===== src/rtl/oser_multi.sv =====
// Multi-lane soft serializer: CH words of W bits per frame, one bit per clk_i, with frame-aligned pclk_o/frame_o.
// Optional OSER_TRAIN_EN macro adds train_i, which substitutes TRAIN_PAT on every lane at frame boundaries.
module oser_multi #(
  parameter int             CH        = 4,
  parameter int             W         = 7,
  parameter logic [W-1:0]   IDLE      = '0,
  parameter bit             MSB_FIRST = 1'b0
`ifdef OSER_TRAIN_EN
  , parameter logic [W-1:0] TRAIN_PAT = W'(16'h5555)
`endif
) (
  input  logic            clk_i,
  input  logic            nrst_i,
  input  logic [CH*W-1:0] par_i,
  input  logic            valid_i,
`ifdef OSER_TRAIN_EN
  input  logic            train_i,
`endif
  output logic            ready_o,
  output logic [CH-1:0]   q_o,
  output logic            pclk_o,
  output logic            frame_o,
  output logic            underflow_o,
  output logic [15:0]     ufl_cnt_o
);

  localparam int CW   = $clog2(W);
  localparam int HALF = (W + 1) / 2;

  // Reorders a word so that bit s is always the bit sent in slot s.
  function automatic logic [W-1:0] orderWord(input logic [W-1:0] w);
    logic [W-1:0] r;
    for (int i = 0; i < W; i++) r[i] = MSB_FIRST ? w[W-1-i] : w[i];
    return r;
  endfunction

  localparam logic [W-1:0] IDLE_ORD = orderWord(IDLE);

  logic [CW-1:0]          r_cnt;
  logic [CH-1:0][W-1:0]   r_sh;
  logic [CH-1:0]          r_q;
  logic                   r_pclk;
  logic                   r_frame;
  logic [CH*W-1:0]        r_buf;
  logic                   r_bufFull;
  logic                   r_armed;
  logic                   r_ufl;
  logic [15:0]            r_uflCnt;

  logic                   w_boundary;
  logic                   w_accept;
  logic                   w_consume;
  logic                   w_underflow;
  logic [CW-1:0]          w_nextCnt;
  logic [CH*W-1:0]        w_lanes;
  logic [CH-1:0][W-1:0]   w_ord;

  assign w_boundary = (r_cnt == CW'(W - 1));
  assign w_accept   = valid_i && !r_bufFull;
  assign w_nextCnt  = w_boundary ? '0 : r_cnt + CW'(1);

  // Word selected for the next frame; only meaningful on the boundary cycle.
  always_comb begin
    w_lanes     = {CH{IDLE}};
    w_consume   = 1'b0;
    w_underflow = 1'b0;
`ifdef OSER_TRAIN_EN
    if (train_i) w_lanes = {CH{TRAIN_PAT}};
    else
`endif
    if (r_bufFull) begin
      w_lanes   = r_buf;
      w_consume = w_boundary;
    end else begin
      w_underflow = w_boundary && r_armed;
    end
  end

  always_comb begin
    w_ord = '0;
    for (int k = 0; k < CH; k++) w_ord[k] = orderWord(w_lanes[k*W +: W]);
  end

  always_ff @(posedge clk_i or negedge nrst_i) begin
    if (!nrst_i) begin
      r_cnt   <= '0;
      r_pclk  <= 1'b1;
      r_frame <= 1'b1;
      for (int k = 0; k < CH; k++) begin
        r_sh[k] <= IDLE_ORD;
        r_q[k]  <= IDLE_ORD[0];
      end
    end else begin
      r_cnt   <= w_nextCnt;
      r_pclk  <= (w_nextCnt < CW'(HALF));
      r_frame <= (w_nextCnt == '0);
      // r_sh bit 0 always holds the bit currently on q_o.
      for (int k = 0; k < CH; k++) begin
        if (w_boundary) begin
          r_sh[k] <= w_ord[k];
          r_q[k]  <= w_ord[k][0];
        end else begin
          r_sh[k] <= r_sh[k] >> 1;
          r_q[k]  <= r_sh[k][1];
        end
      end
    end
  end

  always_ff @(posedge clk_i or negedge nrst_i) begin
    if (!nrst_i) begin
      r_buf     <= '0;
      r_bufFull <= 1'b0;
      r_armed   <= 1'b0;
    end else if (w_accept) begin
      r_buf     <= par_i;
      r_bufFull <= 1'b1;
      r_armed   <= 1'b1;
    end else if (w_consume) begin
      r_bufFull <= 1'b0;
    end
  end

  always_ff @(posedge clk_i or negedge nrst_i) begin
    if (!nrst_i) begin
      r_ufl    <= 1'b0;
      r_uflCnt <= '0;
    end else begin
      r_ufl <= w_underflow;
      if (w_underflow && (r_uflCnt != 16'hFFFF)) r_uflCnt <= r_uflCnt + 16'd1;
    end
  end

  assign ready_o     = !r_bufFull;
  assign q_o         = r_q;
  assign pclk_o      = r_pclk;
  assign frame_o     = r_frame;
  assign underflow_o = r_ufl;
  assign ufl_cnt_o   = r_uflCnt;

endmodule


===== config.mk =====
export PLATFORM = sky130hd
export DESIGN_NAME = oser_multi
export DESIGN_NICKNAME = d
export VERILOG_FILES = /design/src/rtl/oser_multi.sv
export SDC_FILE = /design/constraint.sdc
export NUM_CORES = 1
export LEC_CHECK = 0
export BUFFER_PORTS_ARGS = -buffer_cell sky130_fd_sc_hd__buf_2
export CAP_MARGIN = 20
export CORE_UTILIZATION = 60
export CTS_CLUSTER_DIAMETER = 120
export DETAILED_ROUTE_END_ITERATION = 12
export PLACE_DENSITY_LB_ADDON = 0.3
export SLEW_MARGIN = 20
export SYNTH_ARGS = -nofsm -noshare
export SYNTH_HDL_FRONTEND = slang
export SYNTH_SLANG_ARGS = --single-unit

===== constraint.sdc =====
create_clock -name clk_i -period 3.63 [get_ports clk_i]
set_input_delay 0.5445 -clock clk_i [delete_from_list [all_inputs] [get_ports clk_i]]
set_output_delay 0.5445 -clock clk_i [all_outputs]
set_load 0.03 [all_outputs]

After elaboration in Yosys (flattened, before gate mapping):

Cells that the tools add are included.

* add/sub/neg operators: 2
* $lt $le $gt $ge: 1
* eq/ne operators: 2
* muxes and demuxes: 14
* reduce and logical (&&, ||, !) cells: 6

Operators by type and width (number)
* $mux W28: 1
* $mux W7: 4
* $add A16 B1 Y16 const B: 1
* $ne A16 B16 Y1 const B: 1
* $mux W1: 8
* $add A3 B1 Y3 const B: 1
* $eq A3 B3 Y1 const B: 1
* $logic_and A1 B1 Y1: 3
* $logic_not A3 Y1: 1
* $lt A3 B3 Y1 const B: 1
* $mux W3: 1
* $reduce_bool A2 Y1: 1
* $logic_not A1 Y1: 1

* register bits after elaboration: 84
* input bits: 31
* output and inout port bits: 24
* word-level logic and storage cells: 38

Logic depth before layout (Yosys ltp):

* depth after elaboration: 4
* gate-level depth with buffers: 6
* gate-level depth less buffers: 5

Least setup slack after synthesis:

OpenSTA, ideal clock, no wires.

* path kind: register -> register
* start point: reg r_uflCnt[0], in the netlist ufl_cnt_o[0]
* end point: reg r_uflCnt[14], in the netlist ufl_cnt_o[14]
* library setup time: 0.125 ns
* arrival: 1.660 ns
* data required time: 3.505 ns
* setup slack: 1.845 ns
* stages on the path, launching flop included: 6
* buffers on the path: 0
* clock period less this slack: 1.785 ns
* path through: dfrtp_1 ha_1 and4b_1 nand4_1 nor2_1 mux2_2

* word-level cells in the longest chain between the ends: 2
* elaborated cells between the ends (all ways): 3
* those cells by class: add/sub: 1; eq/ne: 1; reduce/logical: 1

Ends and longest elaborated chain
* start: declaration: line 48 `logic [15:0] r_uflCnt;`
* start signal: assignment: line 130 `if (w_underflow && (r_uflCnt != 16'hFFFF)) r_uflCnt <= r_uflCnt + 16'd1;`
* parallel branches: the longest is 2 deep, another holds $add A16 B1 Y16

Parallel ways; which one is timed is not known.
A chain may end at the register's enable or synchronous reset.

Worst setup path after layout:

* start point: reg r_bufFull
* end point: reg r_buf[6]

* word-level cells in the longest chain between the ends: 2

Ends and longest elaborated chain
* start: declaration: line 45 `logic r_bufFull;`
* start signal: assignment: line 113 `r_bufFull <= 1'b0;`
* start signal: assignment: line 117 `r_bufFull <= 1'b1;`
* start signal: assignment: line 120 `r_bufFull <= 1'b0;`
* $logic_not A1 Y1: line 59 `assign w_accept = valid_i && !r_bufFull;`
* $logic_and A1 B1 Y1: line 59
* end signal: assignment: line 116 `r_buf <= par_i;`
* end: declaration: line 44 `logic [CH*W-1:0] r_buf;`

Every way passes these cells.

==> flow_summary.ini <==
[worst_setup_path]
reg_to_reg_setup_timing_slack_ps = 1330
crit_end = r_buf[6]$_DFFE_PN0P_
worstSetupEndpointType = register
worst_setup_path_startpoint = r_bufFull$_DFFE_PN0P_
stages_on_worst_setup_path = 4
crit_path_start_kind = register
path_delay_family = buffers and inverters
cp_max_fanout = 22
cell_with_the_biggest_individual_delay_on_the_critical_path = sky130_fd_sc_hd__dfrtp_1
cp_required_ps = 3860
crit_path_cell_trace = buf_4 > nor2b_2 > buf_4 > mux2_2
critPathMaxStageDelay_ps = 640
worst_path_most_repeated_cell = sky130_fd_sc_hd__buf_4
reg2reg_from = r_bufFull$_DFFE_PN0P_
timing.rr.end = r_buf[6]$_DFFE_PN0P_
timing.setup.critical_path_class = reg2reg
crit_buf_inv = 2
reg2regPathDepth = 4
worst_ep_arrival_time_ps = 2540

[clocking]
cts-hold-fix-buffers = 0
tritoncts = yes
cts_resized = 0
numCtsBuffers = 9
cts_sinks = 80
worst_setup_hold_path_clk_slew_ps = 80
clock-root-buffer = sky130_fd_sc_hd__clkbuf_8
cts.repair_timing.setup_buffer_count = 0
max-clock-path-buffers = 2
clock_insertion_delay_worst_skew_ps = 340
cts_htree_levels = 3

[detailed_routing]
vias = 2226
drt-pass1-iter-count = 5
ant_nets = 0
drt_wl_total_um = 5898
drc = 0
drt-initial-drc-count = 167
route.detailed.wl_per_inst_um = 14.60
drt-vias-per-instance = 5.510

[global_route]
grt_pass1_vias = 2115
antenna_found_initial = 0
grt_start_max_net_pins = 81
grtUsageTotal = 0.2336
global_route_wire_length_before_repair_um = 9694
grt_overflow = 0

[sta]
setup-violations-final = 0
final_max_slew_viols = 0
rsz0062_at_grt = no
report.final.hold_viol_count = 0
timing_worst_slew_pin_value_ps = 964.9
layout_worst_path_cycle_share = 0.6344
timing.clock.skew_ps = 8.150
fin_tns_setup_ps = 0
final_worst_path_period_need_ps = 2303
timing.slew.headroom = 0.3567
max_freq_ghz = 0.4343

[job]
cap_viol_max_count = 0

[placement]
final_weighted_congestion_in_routability_driven_placement = 0.8094
dp_hpwl_um = 3879
post-place-cells = 388
buffer_ports.inserted = 54

[final_layout]
layout.cells.most_common_list = sky130_fd_sc_hd__dfrtp_1 (78), sky130_fd_sc_hd__nand2_1 (57), sky130_fd_sc_hd__buf_2 (53)
final_net_count = 361
n_fill_cell = 363
fin_cells = 404
areaGrowthSynthToFinish_pct = 15.58
drive_gt1_frac = 0.3353
mostFrequentLayoutCell = sky130_fd_sc_hd__dfrtp_1
n_antenna_cell = 0

[synth]
distinct_cell_type_count_of_the_synthesized_netlist = 36
postSynthCellCount = 279
yosys_register_bits = 80
synth.top_cells.by_area = sky130_fd_sc_hd__dfrtp_1 (60%), sky130_fd_sc_hd__mux2_2 (11%), sky130_fd_sc_hd__nand2_1 (6.5%), sky130_fd_sc_hd__nand3_1 (4.4%), sky130_fd_sc_hd__xor2_1 (2.4%)
post_synth.cell_area_avg_um2 = 11.74
cell_type_with_the_highest_aggregate_area_in_the_netlist = sky130_fd_sc_hd__dfrtp_1
synth.cell_area_um2 = 3276
yosysWarnings = 0
syn_nets = 311
yosysSeqAreaShare = 0.6119
top_area_cell_type_share_of_the_netlist_area = 0.5959

[power_and_ir_drop]
finalPower_mw = 1.885
power.leakage_nw = 1.945
power_density_nw_per_um2 = 497.9
peakVddDrop_mv = 0.2770

[die]
fp.dieW_um = 75.89
initial_core_util = 0.6333
die_h_um = 75.89
boundaryPins = 55
fp-row-count = 26
fp.coreArea_um2 = 5172
fp.dieArea_um2 = 5759

[hold_path]
holdCritPathClass = in2async

[run_status]
run_status = finished clean
-- worst min-delay path by stage --
stage                           endpoint  slack (ps)
6_report        ufl_cnt_o[8]$_DFFE_PN0P_         330
5_1_grt             r_buf[7]$_DFFE_PN0P_         410
4_1_cts        ufl_cnt_o[10]$_DFFE_PN0P_         390
3_5_place_dp          r_sh[10]$_DFF_PN0_         430
3_3_place_gp           r_sh[8]$_DFF_PN0_         420
2_1_floorplan           q_o[0]$_DFF_PN0_         250
-- metrics by stage --
step	worst slack [ps]	area, um2	util	hold WS, ps
after global placement	1371	3575	0.6911	417.0
after global routing	1168	3786	0.7320	414.8
after floorplan	1845	3276	-	248.9
final	1327	3786	0.7320	334.2
after detailed placement	1320	3575	0.6911	426.5
after CTS	1304	3786	0.7320	387.2
-- kinds of logic after synthesis --
group,count (synthesis),synth area share
AND/OR/NAND/NOR,125,0.1952
flip-flops,80,0.6119
multiplexers,35,0.1196
buffers and inverters,21,0.02979
XOR/XNOR,9,0.02407
AO/OA/AOI/OAI,8,0.01566
adder cells (fa/ha/maj),1,0.003819
-- per-layer routing --
metal  GRT usage  routed length (um)  vias to the layer above
li1            -                   -                     1044
met1      0.3037                2666                     1124
met2      0.3776                2893                       49
met3     0.05159                 222                        9
met4      0.1049                 115                        0
met5           0                   0                        -
-- report_power, final --
group | total [mW] | leakage (nW) | switching, mW | internal, mW
Combinational | 0.150 | 0.858 | 0.0812 | 0.0692
Clock | 0.695 | 0.110 | 0.310 | 0.385
Sequential | 1.04 | 0.977 | 0.0469 | 0.993
-- final cells by class --
cell class	instances	area, um2	share of cell area
Sequential cell	80	2004	0.5294
Multi-Input combinational cell	178	1176	0.3106
Inverter	3	11.26	0.002974
Clock inverter	6	83.83	0.02214
Timing Repair Buffer	57	295.3	0.07799
Clock buffer	10	127.6	0.03371
Tap cell	70	87.58	0.02313
-- worst reg2reg max path, delay by kind of cell, from the launching register on --
kind / cells / cell delay [ps]
flops: 1 / 640
simple gates: 1 / 500
mux: 1 / 380
buf+inv: 2 / 680
-- state kept, by name, indices dropped and copies added (netlist names) --
| name | count |
|---|---|
| frame_o | 1 |
| pclk_o | 1 |
| q_o | 3 |
| r_armed | 1 |
| r_buf | 28 |
| r_bufFull | 1 |
| r_cnt | 3 |
| r_sh | 25 |
| ufl_cnt_o | 16 |
| underflow_o | 1 |
-- synthesized netlist by cell type (all sizes together) --
| cell | instances |
|---|---|
| o31a | 1 |
| nor2 | 8 |
| dfstp | 2 |
| nand3b | 1 |
| and3 | 5 |
| clkbuf | 10 |
| and3b | 1 |
| nand2b | 2 |
| xor2 | 9 |
| or2 | 1 |
| inv | 3 |
| or3 | 1 |
| dfrtp | 78 |
| and2 | 1 |
| o31ai | 1 |
| nor4 | 3 |
| and4 | 2 |
| ha | 1 |
| nand2 | 57 |
| mux2i | 2 |
| a21oi | 3 |
| o41ai | 1 |
| nand3 | 29 |
| a31oi | 1 |
| o21ai | 1 |
| nand4 | 4 |
| nor3 | 7 |
| nor2b | 1 |
| buf | 8 |
| and4b | 1 |
| mux2 | 33 |
| nor4bb | 1 |
Power figures use the tool's default switching activity.
